### config.mk
export PLATFORM = sky130hd
export DESIGN_NAME = zeroskip_feed_sched
export DESIGN_NICKNAME = d
export VERILOG_FILES = /design/src/rtl/zeroskip_feed_sched.sv
export SDC_FILE = /design/constraint.sdc
export NUM_CORES = 1
export LEC_CHECK = 0
export ABC_AREA = 1
export CAP_MARGIN = 20
export CORE_MARGIN = 2
export CORE_UTILIZATION = 50
export DETAILED_ROUTE_END_ITERATION = 7
export PLACE_DENSITY = 0.7
export SLEW_MARGIN = 20
export SYNTH_ARGS = -nofsm -noshare
export SYNTH_HDL_FRONTEND = slang
export SYNTH_SLANG_ARGS = --single-unit
### constraint.sdc
create_clock -name clk -period 6.5 [get_ports clk]
set_clock_uncertainty 0.05 [all_clocks]
set_input_delay 0.65 -clock clk [delete_from_list [all_inputs] [get_ports clk]]
set_output_delay 0.65 -clock clk [all_outputs]
set_load 0.02 [all_outputs]
### src/rtl/zeroskip_feed_sched.sv
// -----------------------------------------------------------------------------
// zeroskip_feed_sched
//
// Issue scheduler in front of the zero-skip MAC wrapper. It accepts a tile
// command (mode, output-vector count), then admits matched act/znz beats from
// the upstream SRAM readers into the wrapper. The wrapper cannot stall, so
// issue is throttled by credits for the MAC input buffer downstream of it.
// In 8:32 mode two input beats form one output vector; the credit is reserved
// on the first beat of the pair and the output is counted on the second. After
// the last output the scheduler waits out the wrapper latency and pulses
// tile_done_o.
//
// Ports
//   clk, a_rst_n       clock, asynchronous active-low reset
//   enable             global stall; low freezes everything except credit return
//   cmd_vld_i/rdy_o    tile command handshake (ready only in IDLE while enabled)
//   cmd_mode_i         0 = 8:32 (two beats per output), 1 = 8:16 (one beat)
//   cmd_beats_i        output vectors in the tile; 0 is an empty tile
//   act_vld_i/rdy_o    upstream act beat; ready equals fire
//   znz_vld_i/rdy_o    upstream znz beat; ready equals fire
//   zs_act_vld_o       wrapper act valid (fire)
//   zs_znz_vld_o       wrapper znz valid (fire)
//   zs_nz_sel_o        wrapper group select, the mode latched at command accept
//   zs_enable_o        wrapper enable, follows enable
//   credit_ret_i       one MAC slot freed this cycle
//   tile_done_o        one-cycle pulse once the tile has drained
//   err_o              sticky: credit returned while the counter was full
// -----------------------------------------------------------------------------
module zeroskip_feed_sched #(
  parameter int CREDITS  = 4,
  parameter int BEATS_W  = 16,
  parameter int PIPE_LAT = 1
) (
  input  logic               clk,
  input  logic               a_rst_n,
  input  logic               enable,
  input  logic               cmd_vld_i,
  output logic               cmd_rdy_o,
  input  logic               cmd_mode_i,
  input  logic [BEATS_W-1:0] cmd_beats_i,
  input  logic               act_vld_i,
  output logic               act_rdy_o,
  input  logic               znz_vld_i,
  output logic               znz_rdy_o,
  output logic               zs_act_vld_o,
  output logic               zs_znz_vld_o,
  output logic               zs_nz_sel_o,
  output logic               zs_enable_o,
  input  logic               credit_ret_i,
  output logic               tile_done_o,
  output logic               err_o
);

  localparam int CNT_W = $clog2(CREDITS + 1);
  localparam int DRN_W = (PIPE_LAT < 1) ? 1 : $clog2(PIPE_LAT + 1);

  localparam logic [CNT_W-1:0]   CREDITS_MAX = CNT_W'(CREDITS);
  localparam logic [CNT_W-1:0]   ONE_C       = CNT_W'(1);
  localparam logic [BEATS_W-1:0] ONE_B       = BEATS_W'(1);
  localparam logic [DRN_W-1:0]   ONE_D       = DRN_W'(1);
  // DRAIN lasts PIPE_LAT+1 cycles; the pulse comes in the last one.
  localparam logic [DRN_W-1:0]   DRAIN_LAST  = DRN_W'(PIPE_LAT);

  typedef enum logic [2:0] {
    S_IDLE,
    S_RUN_H,
    S_RUN_Q0,
    S_RUN_Q1,
    S_DRAIN
  } state_t;

  state_t             state_q, state_d;
  logic [CNT_W-1:0]   credits_q, credits_d;
  logic [BEATS_W-1:0] out_cnt_q, out_cnt_d;
  logic [BEATS_W-1:0] beats_q, beats_d;
  logic [DRN_W-1:0]   drain_q, drain_d;
  logic               mode_q, mode_d;
  logic               err_q, err_d;

  logic issue_ok;
  logic fire;
  logic take_credit;
  logic last_out;
  logic done;

  // In RUN_Q1 the credit was already reserved by the first beat of the pair.
  always_comb begin
    // NOTE: every always_comb output gets a default first so no path can infer a latch.
    issue_ok = 1'b0;
    case (state_q)
      S_RUN_H, S_RUN_Q0: issue_ok = (credits_q != '0);
      S_RUN_Q1:          issue_ok = 1'b1;
      default:           issue_ok = 1'b0;
    endcase
  end

  assign fire        = enable & act_vld_i & znz_vld_i & issue_ok;
  assign take_credit = fire & ((state_q == S_RUN_H) | (state_q == S_RUN_Q0));
  assign last_out    = ((out_cnt_q + ONE_B) == beats_q);

  // Next-state and tile bookkeeping; nothing advances while enable is low.
  always_comb begin
    state_d   = state_q;
    mode_d    = mode_q;
    beats_d   = beats_q;
    out_cnt_d = out_cnt_q;
    drain_d   = drain_q;
    done      = 1'b0;
    if (enable) begin
      case (state_q)
        S_IDLE: begin
          if (cmd_vld_i) begin
            mode_d    = cmd_mode_i;
            beats_d   = cmd_beats_i;
            out_cnt_d = '0;
            drain_d   = '0;
            if (cmd_beats_i == '0)  state_d = S_DRAIN;
            else if (cmd_mode_i)    state_d = S_RUN_H;
            else                    state_d = S_RUN_Q0;
          end
        end
        S_RUN_H: begin
          if (fire) begin
            out_cnt_d = out_cnt_q + ONE_B;
            if (last_out) state_d = S_DRAIN;
          end
        end
        S_RUN_Q0: begin
          if (fire) state_d = S_RUN_Q1;
        end
        S_RUN_Q1: begin
          if (fire) begin
            out_cnt_d = out_cnt_q + ONE_B;
            state_d   = last_out ? S_DRAIN : S_RUN_Q0;
          end
        end
        S_DRAIN: begin
          if (drain_q == DRAIN_LAST) begin
            done    = 1'b1;
            state_d = S_IDLE;
          end else begin
            drain_d = drain_q + ONE_D;
          end
        end
        default: state_d = S_IDLE;
      endcase
    end
  end

  // Credit counter keeps counting returns even while stalled. A reservation and
  // a return in the same cycle cancel. A return at full count is an error and
  // is otherwise ignored.
  always_comb begin
    credits_d = credits_q;
    err_d     = err_q;
    if (take_credit && !credit_ret_i) begin
      credits_d = credits_q - ONE_C;
    end else if (!take_credit && credit_ret_i) begin
      if (credits_q == CREDITS_MAX) err_d = 1'b1;
      else                          credits_d = credits_q + ONE_C;
    end
  end

  // NOTE: sequential state uses non-blocking assignments only, so every register samples pre-edge values.
  always_ff @(posedge clk or negedge a_rst_n) begin
    if (!a_rst_n) begin
      state_q   <= S_IDLE;
      credits_q <= CREDITS_MAX;
      out_cnt_q <= '0;
      beats_q   <= '0;
      drain_q   <= '0;
      mode_q    <= 1'b1;
      err_q     <= 1'b0;
    end else begin
      state_q   <= state_d;
      credits_q <= credits_d;
      out_cnt_q <= out_cnt_d;
      beats_q   <= beats_d;
      drain_q   <= drain_d;
      mode_q    <= mode_d;
      err_q     <= err_d;
    end
  end

  assign cmd_rdy_o    = (state_q == S_IDLE) & enable;
  assign act_rdy_o    = fire;
  assign znz_rdy_o    = fire;
  assign zs_act_vld_o = fire;
  assign zs_znz_vld_o = fire;
  assign zs_nz_sel_o  = mode_q;
  assign zs_enable_o  = enable;
  assign tile_done_o  = done;
  assign err_o        = err_q;

endmodule

# Word level (Yosys, flattened, before mapping)
# Index checks and enable logic that the tools add are counted.
# totals
ff_bits	41
in_bits	24
latch_bits	0
ramBits	0
elab_cells	73
out_inout_bits	9
mem_count	0
rom_bits	0
# classes
n_mul	0
add_sub_neg	4
n_mux	23
n_eq_ne	14
magnitude_cmp	0
div_mod_pow	0
n_shift	0
reduce_logical	18
bitwise	7
# ops
operator	count
2-to-1 mux 3 bit	11
2-to-1 mux 16 bit	2
case mux 16 bit (2 select lines)	1
adder 16 x 1 -> 16 bit, second input constant	1
== test 16 bit	1
zero test 16 bit	1
case mux 3 bit (5 select lines)	1
inequality test 2 bit, second input constant	7
AND reduction 3 bit	3
AND reduction 7 bit	1
== test 3 x 2 -> 1 bit, second input constant	2
== test 3 bit, second input constant	2
nonzero test 2 bit	3
AND 1 bit	5
2-to-1 mux 1 bit	5
case mux 1 bit (2 select lines)	2
AND reduction 4 bit	1
OR reduction 2 bit	2
adder 3 x 1 -> 3 bit, second input constant	1
== test 3 x 1 -> 1 bit, second input constant	1
zero test 3 bit	1
nonzero test 3 bit	1
subtractor 3 x 1 -> 3 bit, second input constant	1
logical AND 1 bit	2
7 further kinds	8

# Depth between registers and ports, before layout
# Gate-level depths: netlist of the first run.
# depth
word_depth	9
mapped_depth	16
depth_no_buf	16

# Least setup slack after synthesis of the first run
# OpenSTA, ideal clock, no wires.
# synth_path
kind	reg2reg
start	reg state_q[2]
end	reg credits_q[2]
t_arrival_ns	2.354
t_required_ns	6.375
setup_slack_ns	4.021
n_path_buf	0
period_less_slack_ns	2.479
setup_time_ns	0.075
path_stages_with_launch	14
cell_sequence	dfrtp_1 -> nor3_2 -> inv_1 -> nand2_1 -> o31ai_1 -> a21oi_4 -> nand2_1 -> inv_1 -> ha_1 -> inv_1 -> fa_1 -> xnor2_1 -> nand3_1 -> xnor2_1
# synth_between
elab_chain_cells	9
word_cells_on_any_way	15
classes_between	4 x eq/ne; 2 x mux; 3 x bitwise; 6 x reduce/logical
# synth_lines
item	line_no	source
from (decl)	72	state_t state_q, state_d;
from (signal assigned)	175	state_q <= state_d;
== test 3 x 1 -> 1 bit or == test 3 x 2 -> 1 bit (tied branches)	90	case (state_q)
OR reduction 2 bit	90	
case mux 1 bit (2 select lines) (*)	90	
AND 1 bit (*)	97	assign fire = enable & act_vld_i & znz_vld_i & issue_ok;
via act_rdy_o	42	output logic act_rdy_o,
AND 1 bit (*)	98	assign take_credit = fire & ((state_q == S_RUN_H) | (state_q == S_RUN_Q0));
zero test 1 bit	158	end else if (!take_credit && credit_ret_i) begin
logical AND 1 bit	158	
nonzero test 2 bit (no line)	-	
AND reduction 2 bit (no line)	-	
to (signal assigned)	176	credits_q <= credits_d;
to (decl)	73	logic [CNT_W-1:0] credits_q, credits_d;
# Mark *: on every way through the listed nets, which the timed path passes. The rest lies on a longest branch.
# A chain may end at the register's enable or synchronous reset.

# Final worst setup path of the first run
# layout_path
start	in enable
end	out zs_znz_vld_o
# layout_between
elab_chain_cells	3
# layout_lines
item	line_no	source
from (decl)	36	input logic enable,
AND 1 bit (3 in a row)	97	
to (decl)	46	output logic zs_znz_vld_o,
# Every way passes these cells.

==> flow_summary.yaml, run 1 <==
status:
  status: "complete, no violations"
floorplan:
  io_pins: 33
  die_x_um: 78.0
  coreArea_mm2: 0.00520
  rows: 26
  die_h_um: 78.0
  die_area_mm2: 0.00608
  start_util: 0.525
drt:
  drc: 0
  viasPerCell: 5.08
  firstDrtPassIters: 4
  wirelength_um: 6110
  drt_iter0_drc: 114
  ant_nets: 0
  num_vias: 2477
  wire_per_inst_um: 12.5
worst_setup_path:
  arrival_ns: 2.32
  cp_max_fo: 10
  worstSetupStartpointType: "input port"
  critPathCaptureType: "output port"
  worstPathRequired_ns: 5.80
  crit_type: "input port to output port"
synth:
  netlist-cell-type-count: 36
  synth_top_area_share: 0.357
  synth_area_leaders: "dfrtp_1 (36%), nand2_1 (16%), inv_1 (8.5%), nand3_1 (7.1%), o21ai_0 (4.4%)"
  synth_area_mm2: 0.00274
  ys_ff_latch: 41
  yosys_warnings: 0
  netlist.top_cell.by_area: "dfrtp_1"
  syn_nets: 415
  ys_seq_area_frac: 0.376
  syn-mean-instance-area_um2: 7.07
  syn_inst: 387
worst_hold_path:
  hold_path.class: "flip-flop to flip-flop"
job:
  drv_cap: 0
grt:
  use_met2: 0.348
  antenna_found_initial: 0
  grt_pass1_vias: 2296
  grt_pass1_wl_um: 10500
  grt_max_degree: 42
  grtUsageMet3: 0.0360
  overflow: 0
  busiest_layer: "met2"
  use_met1: 0.306
  grt_use_total: 0.219
sta:
  max_slew_margin: 0.383
  fin_crit_ns: 3.02
  hold_violations: 0
  finalSetupViolations: 0
  whs_ns: 0.428
  slew_violations: 0
  fin_setup_tns_ns: 0
  period_share: 0.464
  tightestPinTransition_ns: 0.925
  grt_setup_unrepaired: "no"
  fmax_ghz: 0.331
finish:
  diodes: 0
  nNetsFinal: 445
  layout_common_cells: "nand2_1 (114), inv_1 (62), nand3_1 (39), dfrtp_1 (39), clkdlybuf4s50_1 (31)"
  final_common_cell: "nand2_1"
  syn_to_final_growth_pct: 16.3
  drive_above_1_share: 0.0933
  instances_no_fill: 488
clock_tree:
  cts.path.max_buffers: 2
  cts_resized: 0
  ctsHoldBuffers: 0
  htree_levels: 2
  cts_inserted_buffers: 5
  cts_sinks: 41
  clkTransAtPathRegs_ns: 0.08
  tritoncts: "done"
  insertion_delay_ns: 0.29
  post_cts_buffers: 0
  root_buffer: "clkbuf_8"
placed_design:
  port_buffers: 32
  dp_cells: 479
  hpwl_um: 4560
  gp_congestion: 0.914
pwr:
  ir_worst_vdd_uv: 249
  p_leak_uw: 0.00152
  p_per_area_mw_per_mm2: 305
==> stage by stage <==
| stage | utilization | power [µW] | worst slack (ns) | instance area [µm²] |
|---|---|---|---|---|
| 6_report | 0.611 | 969 | 3.48 | 3180 |
| 4_1_cts | 0.608 | 975 | 3.48 | 3170 |
| 2_1_floorplan | - | 691 | 4.02 | 2740 |
| 3_5_place_dp | 0.591 | 798 | 3.48 | 3080 |
| 3_3_place_gp | 0.591 | 790 | 3.53 | 3080 |
| 5_1_grt | 0.611 | 1050 | 3.36 | 3180 |
==> synthesized netlist by cell type, drive strengths merged <==
library cell  number
nand2            125
inv               65
nand3             41
dfrtp             39
nor2              28
o21ai             27
nand4             14
o22ai             12
buf                7
nor3               4
a21oi              3
clkbuf             3
ha                 3
nand3b             3
xnor2              3
dfstp              2
xor2               2
a31oi              1
a41o               1
fa                 1
nor3b              1
o21bai             1
o31ai              1
==> critical path: stages <==
cell	delay [ns]
clkdlybuf4s50_1	0.58
nand3_1	0.15
a21oi_4	0.27
clkdlybuf4s50_1	0.67
==> report_power, final <==
| part | leakage (µW) | internal, µW | switching (µW) |
|---|---|---|---|
| logic | 0.000951 | 156 | 231 |
| registers | 0.000528 | 335 | 73.2 |
| clock network | 0.0000455 | 86.7 | 87.7 |
==> layer usage <==
| metal | share of wire | routed length, µm |
|---|---|---|
| met5 | 0 | 0 |
| met4 | 0.016 | 95 |
| met3 | 0.043 | 260 |
| met2 | 0.47 | 2890 |
| met1 | 0.47 | 2860 |
==> flip-flops by register name, indices dropped and copies added (netlist names) <==
signal and count:
err_o 1, drain_q 1, state_q 3, credits_q 3, beats_q 16, zs_nz_sel_o 1, out_cnt_q 16
==> layout make-up <==
cell class                 count  area (µm²)
tap                           70        87.6
inverter                      65         244
fill                         483        2020
multi-input combinational    271        1400
timing repair buffer          33         330
sequential                    41        1030
clock buffer                   8        90.1
==> logic make-up after synthesis <==
family / synth area share
AO/OA/AOI/OAI: 0.101
XOR/XNOR: 0.0160
adder cells (fa/ha/maj): 0.0210
buffers and inverters: 0.112
flip-flops: 0.376
AND/OR/NAND/NOR: 0.374
==> path summary, 6_finish.rpt <==
| kind | slack, ns | endpoint | cells after the start | start |
|---|---|---|---|---|
| max in group asynchronous | 5.37 | credits_q[0]$_DFFE_PN0P_ | 1 | a_rst_n |
| worst max-delay path | 3.48 | zs_znz_vld_o | 4 | enable |
| worst min-delay path | 0.43 | drain_q$_DFFE_PN0P_ | 2 | drain_q$_DFFE_PN0P_ |
| min in group asynchronous | 0.44 | out_cnt_q[14]$_DFFE_PN0P_ | 1 | a_rst_n |
| worst max register to register | 3.87 | credits_q[2]$_DFFE_PN1P_ | 12 | state_q[1]$_DFFE_PN0P_ |
| worst min register to register | 0.43 | drain_q$_DFFE_PN0P_ | 2 | drain_q$_DFFE_PN0P_ |
(Power assumes the default switching activity.)
==> run 2, diff against run 1 <==
==> constraint.sdc (replaced) <==
create_clock -name clk -period 3.1 [get_ports clk]
set_clock_uncertainty 0.05 [all_clocks]
set_input_delay 0.31 -clock clk [delete_from_list [all_inputs] [get_ports clk]]
set_output_delay 0.31 -clock clk [all_outputs]
set_load 0.02 [all_outputs]
==> run 2 against run 1 <==
Net effect:
- cell area down 0.24%
- utilization decreased by 0.14 points
- worst hold slack worse by 0.33 ns
- wire length up 2.7%
- sequential power increased by 110%
- register-to-register slack worse by 3.5 ns
- worst setup slack worse by 3.1 ns
==> flow_summary.yaml, run 2 (same netlist as run 1, synthesis figures left out) <==
pwr:
  clkPwrFrac: 0.179
  ir_worst_vdd_uv: 397
  netSwitchingFraction: 0.409
  p_leak_uw: 0.00152
  p_per_area_mw_per_mm2: 644
  p_seq_frac: 0.420
  switchingPower_uw: 836
  p_total_uw: 2040
  p_int_uw: 1210
  comb_power_share: 0.401
drt:
  num_vias: 2511
  viasPerCell: 5.15
  drt_iter0_drc: 162
  firstDrtPassIters: 4
  wirelength_um: 6280
  drc: 0
  wire_per_inst_um: 12.9
  ant_nets: 0
worst_setup_path:
  cp_num_cells: 12
  arrival_ns: 2.87
  timing.critical_path.cells: "inv_1 -> nor3_1 -> inv_1 -> a21oi_4 -> nand2_1 -> inv_1 -> ha_1 -> inv_1 -> fa_1 -> xnor2_1 -> nand3_1 -> xnor2_1"
  worstSetupStartpointType: "flip-flop"
  reg2reg_to: "credits_q[2]$_DFFE_PN1P_"
  crit_type: "flip-flop to flip-flop"
  crit_buf_inv: 4
  r2r_cells: 12
  critPathMostFrequentCell: "inv_1"
  cpPeakStageDelay_ns: 0.42
  critPathCaptureType: "flip-flop"
  cp_top_family: "simple AND/OR/NAND/NOR gates"
  cpMaxStageDelayCell: "dfrtp_1"
  r2r-start: "state_q[1]$_DFFE_PN0P_"
  rrSetupSlack_ns: 0.39
  worstPathRequired_ns: 3.26
  cp_max_fo: 10
finish:
  syn_to_final_growth_pct: 16.0
  top_regs: "beats_q: 16 flops, out_cnt_q: 16 flops"
  nNetsFinal: 445
  layout_common_cells: "nand2_1 (114), inv_1 (62), nand3_1 (39), dfrtp_1 (39), clkdlybuf4s50_1 (31)"
  diodes: 0
  drive_above_1_share: 0.0933
  final_common_cell: "nand2_1"
sta:
  hold_violations: 0
  finalSetupViolations: 0
  period_share: 0.875
  slew_violations: 0
  fin_setup_tns_ns: 0
  fmax_ghz: 0.369
  max_slew_margin: 0.370
  tightestPinTransition_ns: 0.944
  grt_setup_unrepaired: "no"
  fin_crit_ns: 2.71
floorplan:
  io_pins: 33
  coreArea_mm2: 0.00520
  die_h_um: 78.0
  start_util: 0.525
  die_area_mm2: 0.00608
  die_x_um: 78.0
  rows: 26
clock_tree:
  cts_inserted_buffers: 5
  insertion_delay_ns: 0.29
  post_cts_buffers: 0
  ctsHoldBuffers: 0
  cts_resized: 0
  root_buffer: "clkbuf_8"
  clkTransAtPathRegs_ns: 0.08
  cts_sinks: 41
  htree_levels: 2
  tritoncts: "done"
  cts.path.max_buffers: 2
grt:
  antenna_found_initial: 0
  grt_use_total: 0.216
  grt_pass1_vias: 2342
  grt_pass1_wl_um: 10500
  overflow: 0
  grt_max_degree: 42
placed_design:
  hpwl_um: 4690
  port_buffers: 32
  gp_congestion: 0.924
status:
  status: "complete, no violations"
worst_hold_path:
  hold_path.class: "input port to asynchronous set/reset pin"
job:
  drv_cap: 0
run 2: cell count changes in the layout (fill, tap and decap cells not counted):
cell   delta
buf_4     +1
buf_8     -1
run 2: worst max-delay path by stage:
stage / startpoint / end
after floorplan: state_q[2]$_DFFE_PN0P_ / credits_q[2]$_DFFE_PN1P_
after global placement: enable / credits_q[2]$_DFFE_PN1P_
after detailed placement: state_q[1]$_DFFE_PN0P_ / credits_q[2]$_DFFE_PN1P_
after CTS: state_q[1]$_DFFE_PN0P_ / credits_q[2]$_DFFE_PN1P_
after global routing: state_q[1]$_DFFE_PN0P_ / credits_q[2]$_DFFE_PN1P_
final: state_q[1]$_DFFE_PN0P_ / credits_q[2]$_DFFE_PN1P_
run 2: cell type report:
type | instances | area [µm²]
clock buffers | 8 | 90.1
well taps | 70 | 87.6
flip-flops and latches | 41 | 1030
multi-input cells | 271 | 1400
repair buffers | 33 | 323
inverters | 65 | 244
fillers | 499 | 2030
run 2: routing by layer:
metal  vias to the layer above  GRT usage  part of all wire
li1                       1303          -                 -
met1                      1136      0.276              0.47
met2                        62      0.372              0.48
met3                        10     0.0337             0.037
met4                         0     0.0737             0.016
met5                         -          0                 0
run 2: stage by stage:
step / instance area, µm² / setup slack, ns / util / hold WS [ns] / instances
floorplan: 2740 / 0.621 / - / -0.0356 / 387
finish: 3170 / 0.389 / 0.610 / 0.102 / 488
global placement: 3080 / 0.532 / 0.592 / 0.407 / 480
detailed placement: 3080 / 0.394 / 0.592 / 0.416 / 480
global route: 3170 / 0.123 / 0.610 / 0.199 / 488
CTS: 3170 / 0.366 / 0.610 / 0.151 / 488
run 2: power by group through the flow:
stage / Combinational (µW) / Clock [µW] / Sequential (µW)
final: 818 / 366 / 858
after global routing: 933 / 390 / 879
after CTS: 821 / 375 / 857
after detailed placement: 815 / 0 / 867
after global placement: 801 / 0 / 862
after floorplan: 627 / 0 / 822
==> run 3, diff against run 2 <==
--- a/config.mk
+++ b/config.mk
@@ -8,9 +8,10 @@
 export ABC_AREA = 1
 export CAP_MARGIN = 20
 export CORE_MARGIN = 2
-export CORE_UTILIZATION = 50
+export CORE_UTILIZATION = 45
 export DETAILED_ROUTE_END_ITERATION = 7
-export PLACE_DENSITY = 0.7
+export PLACE_DENSITY = 0.64
+export SKIP_CTS_REPAIR_TIMING = 1
 export SLEW_MARGIN = 20
 export SYNTH_ARGS = -nofsm -noshare
 export SYNTH_HDL_FRONTEND = slang
==> run 3 against run 2 <==
Net effect:
- non-clock buffer count grew 1
- global-route usage fell by 1.3 points
- cell count up 1.2%
- combinational power fell by 2%
- worst setup slack better by 0.082 ns
- sequential cell count unchanged
- sequential power decreased by 0.5%
- critical path depth fell by 6
- power is 0.69% higher
- maximum frequency rose by 3.1%
- critical path type is now flip-flop to output port
==> flow_summary.yaml, run 3 (same netlist as run 1, synthesis figures left out) <==
finish:
  stdcell_area_mm2: 0.00320
  instances_no_fill: 494
  final_common_cell: "nand2_1"
  top_regs: "beats_q: 16 flops, out_cnt_q: 16 flops"
  layout_common_cells: "nand2_1 (114), inv_1 (62), nand3_1 (39), dfrtp_1 (39), clkdlybuf4s50_1 (31)"
  nNetsFinal: 446
  fill_cells: 588
  syn_to_final_growth_pct: 16.9
  drive_above_1_share: 0.100
  diodes: 0
  utilization: 0.543
clock_tree:
  cts_sinks: 41
  cts.path.max_buffers: 2
  htree_levels: 2
  tritoncts: "done"
  cts_inserted_buffers: 5
  root_buffer: "clkbuf_8"
  clkTransAtPathRegs_ns: 0.08
  insertion_delay_ns: 0.29
worst_setup_path:
  worstPathRequired_ns: 2.74
  critPathCaptureType: "output port"
  worstSetupStartpointType: "flip-flop"
  r2r_cells: 12
  cp_max_fo: 9
  arrival_ns: 2.27
  crit_type: "flip-flop to output port"
floorplan:
  coreArea_mm2: 0.00589
  io_pins: 33
  die_x_um: 82.0
  start_util: 0.465
  rows: 28
  die_h_um: 82.0
  die_area_mm2: 0.00672
sta:
  finalSetupViolations: 0
  grt_setup_unrepaired: "no"
  hold_violations: 0
  slew_violations: 0
  fmax_ghz: 0.380
  period_share: 0.848
  fin_setup_tns_ns: 0
  max_slew_margin: 0.361
  tightestPinTransition_ns: 0.958
  fin_crit_ns: 2.63
drt:
  wl_met1_um: 2980
  highest_layer: "met4"
  drc: 0
  viasPerCell: 4.98
  wire_per_inst_um: 12.5
  firstDrtPassIters: 5
  met3WireLength_um: 268
  drt_iter0_drc: 163
  wirelength_um: 6190
  ant_nets: 0
  num_vias: 2461
  wl_met2_um: 2890
placed_design:
  dp_cells: 486
  hpwl_um: 4730
  port_buffers: 32
  gp_congestion: 0.900
  placed_cell_area_mm2: 0.00310
worst_hold_path:
  hold_path.class: "input port to asynchronous set/reset pin"
pwr:
  p_seq_frac: 0.415
  comb_power_share: 0.391
  clkPwrFrac: 0.194
  netSwitchingFraction: 0.403
  p_per_area_mw_per_mm2: 643
  p_leak_uw: 0.00154
  switchingPower_uw: 828
  p_int_uw: 1230
  ir_worst_vdd_uv: 434
grt:
  grt_max_degree: 42
  grt_use_total: 0.203
  grt_pass1_wl_um: 10300
  overflow: 0
  grt_pass1_vias: 2193
  antenna_found_initial: 0
status:
  status: "complete, no violations"
job:
  drv_cap: 0
run 3: cell count changes in the layout (fill, tap and decap cells not counted), sizes merged:
cell	previous run	this run
buf	2	3
clkinv	0	1
clkbuf	8	7
run 3: power groups by stage:
| stage | Clock, µW | Combinational (µW) | Sequential (µW) |
|---|---|---|---|
| 2_1_floorplan | 0 | 627 | 822 |
| 3_3_place_gp | 0 | 802 | 859 |
| 3_5_place_dp | 0 | 813 | 865 |
| 4_1_cts | 410 | 816 | 855 |
| 5_1_grt | 425 | 936 | 876 |
| 6_report | 399 | 804 | 854 |
run 3: layout make-up:
| class | count | area (µm²) | share of cell area |
|---|---|---|---|
| tap | 75 | 93.8 | 0.0293 |
| sequential | 41 | 1030 | 0.322 |
| inverter | 65 | 244 | 0.0763 |
| timing repair buffer | 34 | 330 | 0.103 |
| clock buffer | 7 | 96.3 | 0.0301 |
| clock inverter | 1 | 5.00 | 0.00156 |
| multi-input combinational | 271 | 1400 | 0.438 |
run 3: routing by layer:
metal  GRT usage  up-vias
met5           0        -
met4      0.0467        0
met3      0.0341        6
met2       0.334       60
met1       0.278     1093
li1            -     1302
run 3: path summary, 6_finish.rpt:
check / from / endpoint / slack (ns)
min reg2reg: err_o$_DFFE_PN0P_ / err_o$_DFFE_PN0P_ / 0.43
max: state_q[1]$_DFFE_PN0P_ / act_rdy_o / 0.47
max reg2reg: state_q[1]$_DFFE_PN0P_ / credits_q[2]$_DFFE_PN1P_ / 0.67
min: a_rst_n / beats_q[4]$_DFFE_PN0P_ / 0.11
max in group asynchronous: a_rst_n / state_q[2]$_DFFE_PN0P_ / 2.29
min in group clk: err_o$_DFFE_PN0P_ / err_o$_DFFE_PN0P_ / 0.43
run 3: critical path, stage by stage, from the launching register on:
cell and delay [ns]:
dfrtp_1 0.44, inv_1 0.09, nor3_1 0.31, inv_1 0.16, a21oi_4 0.17, buf_4 0.18, clkdlybuf4s50_1 0.64
run 3: stage by stage:
step	setup slack [ns]	hold WS, ns	power, µW
final	0.470	0.112	2060
after global routing	0.312	0.198	2240
after CTS	0.451	0.149	2080
after detailed placement	0.687	0.412	1680
after global placement	0.740	0.407	1660
after floorplan	0.621	-0.0356	1450
